[config.mk]
export PLATFORM = sky130hd
export DESIGN_NAME = completion_egress_router
export DESIGN_NICKNAME = d
export VERILOG_FILES = /design/src/rtl/completion_egress_router.sv
export SDC_FILE = /design/constraint.sdc
export NUM_CORES = 2
export LEC_CHECK = 0
export BUFFER_PORTS_ARGS = -buffer_cell sky130_fd_sc_hd__buf_2
export CAP_MARGIN = 30
export CORE_MARGIN = 2
export CORE_UTILIZATION = 55
export DETAILED_ROUTE_END_ITERATION = 10
export HOLD_SLACK_MARGIN = 0.12
export PLACE_DENSITY = 0.74
export SYNTH_ARGS = -nofsm -noshare
export SYNTH_HDL_FRONTEND = slang
export SYNTH_SLANG_ARGS = --single-unit
[constraint.sdc]
create_clock -name clk -period 5.35 [get_ports clk]
set_clock_uncertainty 0.15 [all_clocks]
set_input_delay 0.535 -clock clk [delete_from_list [all_inputs] [get_ports clk]]
set_output_delay 0.535 -clock clk [all_outputs]
set_load 0.005 [all_outputs]
[src/rtl/completion_egress_router.sv]
// rtl/completion_egress_router.sv - pairs completion headers with payloads and queues them per subunit
// Header beats are detected by change against the previous beat; each pair lands in a cfg/mem/io FIFO.

module completion_egress_fifo #(
   parameter int DEPTH = 4,
   parameter int WIDTH = 128
) (
   input  logic                   clk,
   input  logic                   rst,
   input  logic                   push_i,
   input  logic [WIDTH-1:0]       wdata_i,
   input  logic                   ready_i,
   output logic                   valid_o,
   output logic [WIDTH-1:0]       rdata_o,
   output logic                   accept_o,
   output logic [$clog2(DEPTH):0] count_next_o
);
   localparam int AW = $clog2(DEPTH);
   localparam int CW = AW + 1;

   logic [WIDTH-1:0] mem_q [DEPTH];
   logic [AW-1:0]    wr_ptr_q, rd_ptr_q;
   logic [CW-1:0]    count_q, count_d;
   logic             pop, wr;

   assign valid_o  = (count_q != '0);
   assign pop      = valid_o && ready_i;
   // A pop in the same cycle frees the slot, so a full FIFO can still take a push.
   assign accept_o = (count_q != CW'(DEPTH)) || pop;
   assign wr       = push_i && accept_o;
   assign rdata_o  = valid_o ? mem_q[rd_ptr_q] : '0;

   always_comb begin
      count_d = count_q;
      if (wr && !pop) begin
         count_d = count_q + CW'(1);
      end else if (!wr && pop) begin
         count_d = count_q - CW'(1);
      end
   end

   assign count_next_o = count_d;

   always_ff @(posedge clk) begin
      if (rst) begin
         wr_ptr_q <= '0;
         rd_ptr_q <= '0;
         count_q  <= '0;
      end else begin
         if (wr) begin
            wr_ptr_q <= wr_ptr_q + AW'(1);
         end
         if (pop) begin
            rd_ptr_q <= rd_ptr_q + AW'(1);
         end
         count_q <= count_d;
      end
   end

   always_ff @(posedge clk) begin
      if (wr) begin
         mem_q[wr_ptr_q] <= wdata_i;
      end
   end
endmodule

module completion_egress_router #(
   parameter int DEPTH     = 4,
   parameter int CNT_WIDTH = 8
) (
   input  logic                 clk,
   input  logic                 rst,
   input  logic [95:0]          in_sorted_header,
   input  logic [31:0]          in_payload,
   input  logic [2:0]           in_link_destination,
   output logic                 next_ready,
   output logic                 cfg_valid,
   output logic                 mem_valid,
   output logic                 io_valid,
   input  logic                 cfg_ready,
   input  logic                 mem_ready,
   input  logic                 io_ready,
   output logic [95:0]          cfg_header,
   output logic [95:0]          mem_header,
   output logic [95:0]          io_header,
   output logic [31:0]          cfg_payload,
   output logic [31:0]          mem_payload,
   output logic [31:0]          io_payload,
   output logic [CNT_WIDTH-1:0] drop_count,
   output logic [CNT_WIDTH-1:0] error_count
);
   localparam int CW = $clog2(DEPTH) + 1;

   typedef enum logic {ST_IDLE, ST_WAIT_PAYLOAD} state_t;

   state_t               state_q, state_d;
   logic [98:0]          prev_q;
   logic [95:0]          hdr_q, hdr_d;
   logic [1:0]           dest_q, dest_d;
   logic                 next_ready_q, next_ready_d;
   logic [CNT_WIDTH-1:0] drop_q, drop_d, err_q, err_d;
   logic                 header_beat, target_full;
   logic [2:0]           push, accept, valid, ready;
   logic [2:0][CW-1:0]   count_next;
   logic [2:0][127:0]    head;
   logic [127:0]         wdata;

   // A held header matches prev after its first cycle, so it is consumed only once.
   assign header_beat = (state_q == ST_IDLE) && (in_link_destination != 3'd0) &&
                        ({in_link_destination, in_sorted_header} != prev_q);
   assign wdata = {hdr_q, in_payload};
   assign ready = {io_ready, mem_ready, cfg_ready};

   always_comb begin
      state_d     = state_q;
      hdr_d       = hdr_q;
      dest_d      = dest_q;
      drop_d      = drop_q;
      err_d       = err_q;
      push        = '0;
      target_full = 1'b0;
      case (state_q)
         ST_IDLE: begin
            if (header_beat) begin
               if (!in_link_destination[2]) begin
                  hdr_d   = in_sorted_header;
                  dest_d  = in_link_destination[1:0];
                  state_d = ST_WAIT_PAYLOAD;
               end else if (err_q != {CNT_WIDTH{1'b1}}) begin
                  err_d = err_q + CNT_WIDTH'(1);
               end
            end
         end
         ST_WAIT_PAYLOAD: begin
            case (dest_q)
               2'd1: begin push[0] = 1'b1; target_full = !accept[0]; end
               2'd2: begin push[1] = 1'b1; target_full = !accept[1]; end
               2'd3: begin push[2] = 1'b1; target_full = !accept[2]; end
               default: ;
            endcase
            if (target_full && (drop_q != {CNT_WIDTH{1'b1}})) begin
               drop_d = drop_q + CNT_WIDTH'(1);
            end
            state_d = ST_IDLE;
         end
         default: state_d = ST_IDLE;
      endcase
      // Two free slots per FIFO absorb a header sent while this flag is one cycle stale.
      next_ready_d = (state_d == ST_IDLE) &&
                     (count_next[0] <= CW'(DEPTH - 2)) &&
                     (count_next[1] <= CW'(DEPTH - 2)) &&
                     (count_next[2] <= CW'(DEPTH - 2));
   end

   always_ff @(posedge clk) begin
      if (rst) begin
         state_q      <= ST_IDLE;
         prev_q       <= '0;
         hdr_q        <= '0;
         dest_q       <= '0;
         next_ready_q <= 1'b0;
         drop_q       <= '0;
         err_q        <= '0;
      end else begin
         state_q      <= state_d;
         prev_q       <= {in_link_destination, in_sorted_header};
         hdr_q        <= hdr_d;
         dest_q       <= dest_d;
         next_ready_q <= next_ready_d;
         drop_q       <= drop_d;
         err_q        <= err_d;
      end
   end

   for (genvar g = 0; g < 3; g++) begin : g_fifo
      completion_egress_fifo #(.DEPTH(DEPTH), .WIDTH(128)) u_fifo (
         .clk          (clk),
         .rst          (rst),
         .push_i       (push[g]),
         .wdata_i      (wdata),
         .ready_i      (ready[g]),
         .valid_o      (valid[g]),
         .rdata_o      (head[g]),
         .accept_o     (accept[g]),
         .count_next_o (count_next[g])
      );
   end

   assign next_ready  = next_ready_q;
   assign drop_count  = drop_q;
   assign error_count = err_q;
   assign cfg_valid   = valid[0];
   assign mem_valid   = valid[1];
   assign io_valid    = valid[2];
   assign cfg_header  = head[0][127:32];
   assign mem_header  = head[1][127:32];
   assign io_header   = head[2][127:32];
   assign cfg_payload = head[0][31:0];
   assign mem_payload = head[1][31:0];
   assign io_payload  = head[2][31:0];
endmodule

==> results.py <==
metrics = {
    "critical_path": {
        "critPathBufInv": 3,
        "cp_cell_sequence": "inv_1 > ha_1 > nand2b_4 > buf_12 > and2_1 > buf_2",
        "rr_worst_depth": 4,
        "r2r-start": "state_q$_SDFF_PP0_",
        "r2r_slack_ns": 1.79,
        "cp_top_family": "simple AND/OR/NAND/NOR gates",
        "cp_max_fo": 71,
        "critPathRequiredTime_ns": 4.66,
        "critPathCaptureType": "output port",
        "cp-start-kind": "flop",
        "max_stage_delay_ns": 0.73,
        "critPathKind": "reg2out",
        "slowest_stage": "nand2b_4",
        "arrival_ns": 3.32,
        "r2r-end": "g_fifo[2].u_fifo.mem_q[2][37]$_DFFE_PP_",
    },
    "final_layout": {
        "nets": 4276,
        "area_growth_pct": 17.6,
        "regArea_um2": 51000,
        "multiInputGateArea_um2": 15600,
        "num-fill-cells": 8139,
        "drive_gt1_share_pct": 29.6,
    },
    "routing": {
        "wirelength_um": 172000,
        "antenna_left": 0,
        "drt-pass1-iter-count": 6,
        "vias_per_cell": 5.93,
        "wl_per_cell_um": 29.2,
        "route.detailed.drc": 0,
        "drtIter0Drc": 3841,
        "num_vias": 34968,
    },
    "floorplanning": {
        "die_w_um": 354,
        "dieArea_um2": 125000,
        "rows": 128,
        "core_um2": 122000,
        "pin_count": 540,
        "initial_core_util_pct": 55.4,
        "fp.dieH_um": 354,
    },
    "cts": {
        "cts_buffers": 177,
        "cts_buffer_depth": 3,
        "ctsHoldBuffers": 134,
        "cts_tree": "yes",
        "clock_latency_ns": 0.81,
        "root_buffer": "clkbuf_16",
        "cts_setup_buffers": 0,
        "clkTransAtPathRegs_ns": 0.06,
        "htreeDepth": 4,
        "cts_resized": 0,
        "clock-sinks": 1778,
    },
    "timing": {
        "setup-violations-final": 0,
        "drv_slew": 0,
        "rsz0062_at_grt": "false",
        "layout_setup_ws_ns": 1.35,
        "hold_viol": 0,
        "period_share_pct": 74.8,
        "tightest_slew_ns": 0.983,
        "max_freq_ghz": 0.250,
        "relSlewSlack_pct": 34.4,
        "fin_setup_tns_ns": 0,
        "period_needed_ns": 4.00,
    },
    "power_and_ir_drop": {
        "power_frac_comb_pct": 23.2,
        "p_per_area_nw_per_um2": 456,
        "pwr-share-clk_pct": 33.4,
        "leakage_uw": 0.0274,
        "p_total_uw": 36200,
        "p_int_uw": 26000,
        "max-vdd-ir-drop_mv": 0.402,
        "switchingPower_uw": 10200,
        "p_seq_share_pct": 43.4,
        "p_sw_share_pct": 28.2,
    },
    "synth": {
        "synth_edf_count": 1536,
        "syn_inst": 3368,
        "synthTopCellsByCount": "edfxtp_1, and2_1, mux4_2",
        "yosysWarnings": 0,
        "avgSynthCellArea_um2": 20.0,
        "syn_area_um2": 67400,
        "synth-seq-area-share_pct": 75.6,
        "synth_area_leaders": "edfxtp_1, mux4_2, dfxtp_1",
        "ys_types": 44,
        "yosysTopAreaCell": "edfxtp_1",
        "yosysMostFrequentCell": "edfxtp_1",
        "yosysTopAreaCellShare_pct": 68.4,
        "async_reset_ff_share_pct": 0,
        "syn-num-nets": 3527,
        "ys_ff_latch": 1778,
        "synthFlopType": "edfxtp_1",
    },
    "global_routing": {
        "grtUsageTotal_pct": 27.6,
        "grt_antenna_before_repair": 30,
        "grt_overflow": 0,
        "first_global_vias": 34100,
        "grt_pass1_wl_um": 245000,
        "grt_max_degree": 142,
    },
    "status": {
        "outcome": "finished clean",
    },
    "placed_design": {
        "port_buffers": 539,
        "gp_congestion": 0.811,
        "pre_cts_slack_ns": 1.82,
        "hpwl_um": 103000,
    },
    "run": {
        "max_cap_viol_count": 0,
    },
    "min_path": {
        "hp-start": "rst",
        "hold_depth": 2,
        "hp-class": "in2reg",
    },
}
-- sequential cells by signal, indices dropped and copies added, names as in the netlist, named ones only --
signal                  flops
g_fifo.u_fifo.rd_ptr_q      6
prev_q                     99
drop_count                  8
hdr_q                      96
g_fifo.u_fifo.wr_ptr_q      6
dest_q                      2
error_count                 8
g_fifo.u_fifo.count_q       9
g_fifo.u_fifo.mem_q      1536
next_ready                  1
state_q                     1
-- routing by layer --
metal	global-route usage (%)	vias up	wire length, um
li1	-	14666	-
met1	39.5	18214	69400
met2	42.0	1774	80800
met3	7.10	278	16900
met4	8.64	36	4960
met5	0	-	218
-- cells in the final DEF, fill, tap and decap left out, types with 37 or more instances in the layout --
cell type and count:
edfxtp_1 1536, mux4_2 384, mux2i_1 103, clkbuf_1 41, dlygate4sd3_1 134, xnor2_1 109, nor2_1 144, nor2b_1 102
and2_1 386, clkbuf_16 180, clkinv_1 37, buf_2 538, dfxtp_1 236
-- stage by stage --
step | cell area [um2] | hold slack [ns] | std cells | util (%)
6_report | 79300 | 0.133 | 5898 | 65.1
5_1_grt | 79300 | 0.172 | 5893 | 65.1
4_1_cts | 79200 | 0.125 | 5885 | 65.1
3_5_place_dp | 72200 | 0.356 | 5428 | 59.3
3_3_place_gp | 72200 | 0.355 | 5426 | 59.3
2_1_floorplan | 67400 | 0.335 | 3368 | -
-- cell families after synthesis --
kind of cell	Yosys count	synth area share [%]
DFF	1778	75.6
and+or+nand+nor	733	6.21
muxes	490	14.4
buffers and inverters	185	1.37
xor gates and xnor gates	121	1.57
AOI/OAI and AO/OA	38	0.381
adders and majority gates	23	0.427
-- worst max path at each step --
stage	endpoint	start	depth (start not counted)	slack, ns
floorplan	g_fifo[2].u_fifo.mem_q[1][0]$_DFFE_PP_	g_fifo[2].u_fifo.count_q[1]$_SDFF_PP0_	4	0.64
global placement	hdr_q[58]$_SDFFE_PP0P_	in_sorted_header[34]	9	1.35
detailed placement	hdr_q[64]$_SDFFE_PP0P_	in_sorted_header[34]	10	1.82
CTS	io_header[39]	g_fifo[2].u_fifo.count_q[1]$_SDFF_PP0_	6	1.30
global route	io_header[5]	g_fifo[2].u_fifo.count_q[1]$_SDFF_PP0_	6	1.25
finish	io_header[5]	g_fifo[2].u_fifo.count_q[1]$_SDFF_PP0_	6	1.35
-- area by class of cell --
type / instances / area share (%)
sequential: 1778 / 64.3
multi-input combinational: 1405 / 19.6
timing repair buffer: 735 / 6.20
clock buffer: 228 / 6.00
tap: 1625 / 2.56
clock inverter: 95 / 1.15
inverter: 20 / 0.0947
antenna: 12 / 0.0379
-- power by group through the flow --
stage | clock network (uW) | logic [uW] | registers (uW)
floorplan | 0 | 4840 | 15700
global placement | 0 | 8370 | 16000
detailed placement | 0 | 8400 | 16000
CTS | 12200 | 8530 | 15700
global route | 12800 | 8920 | 15800
finish | 12100 | 8380 | 15700
Note: power is estimated with default switching activity, not from simulation.
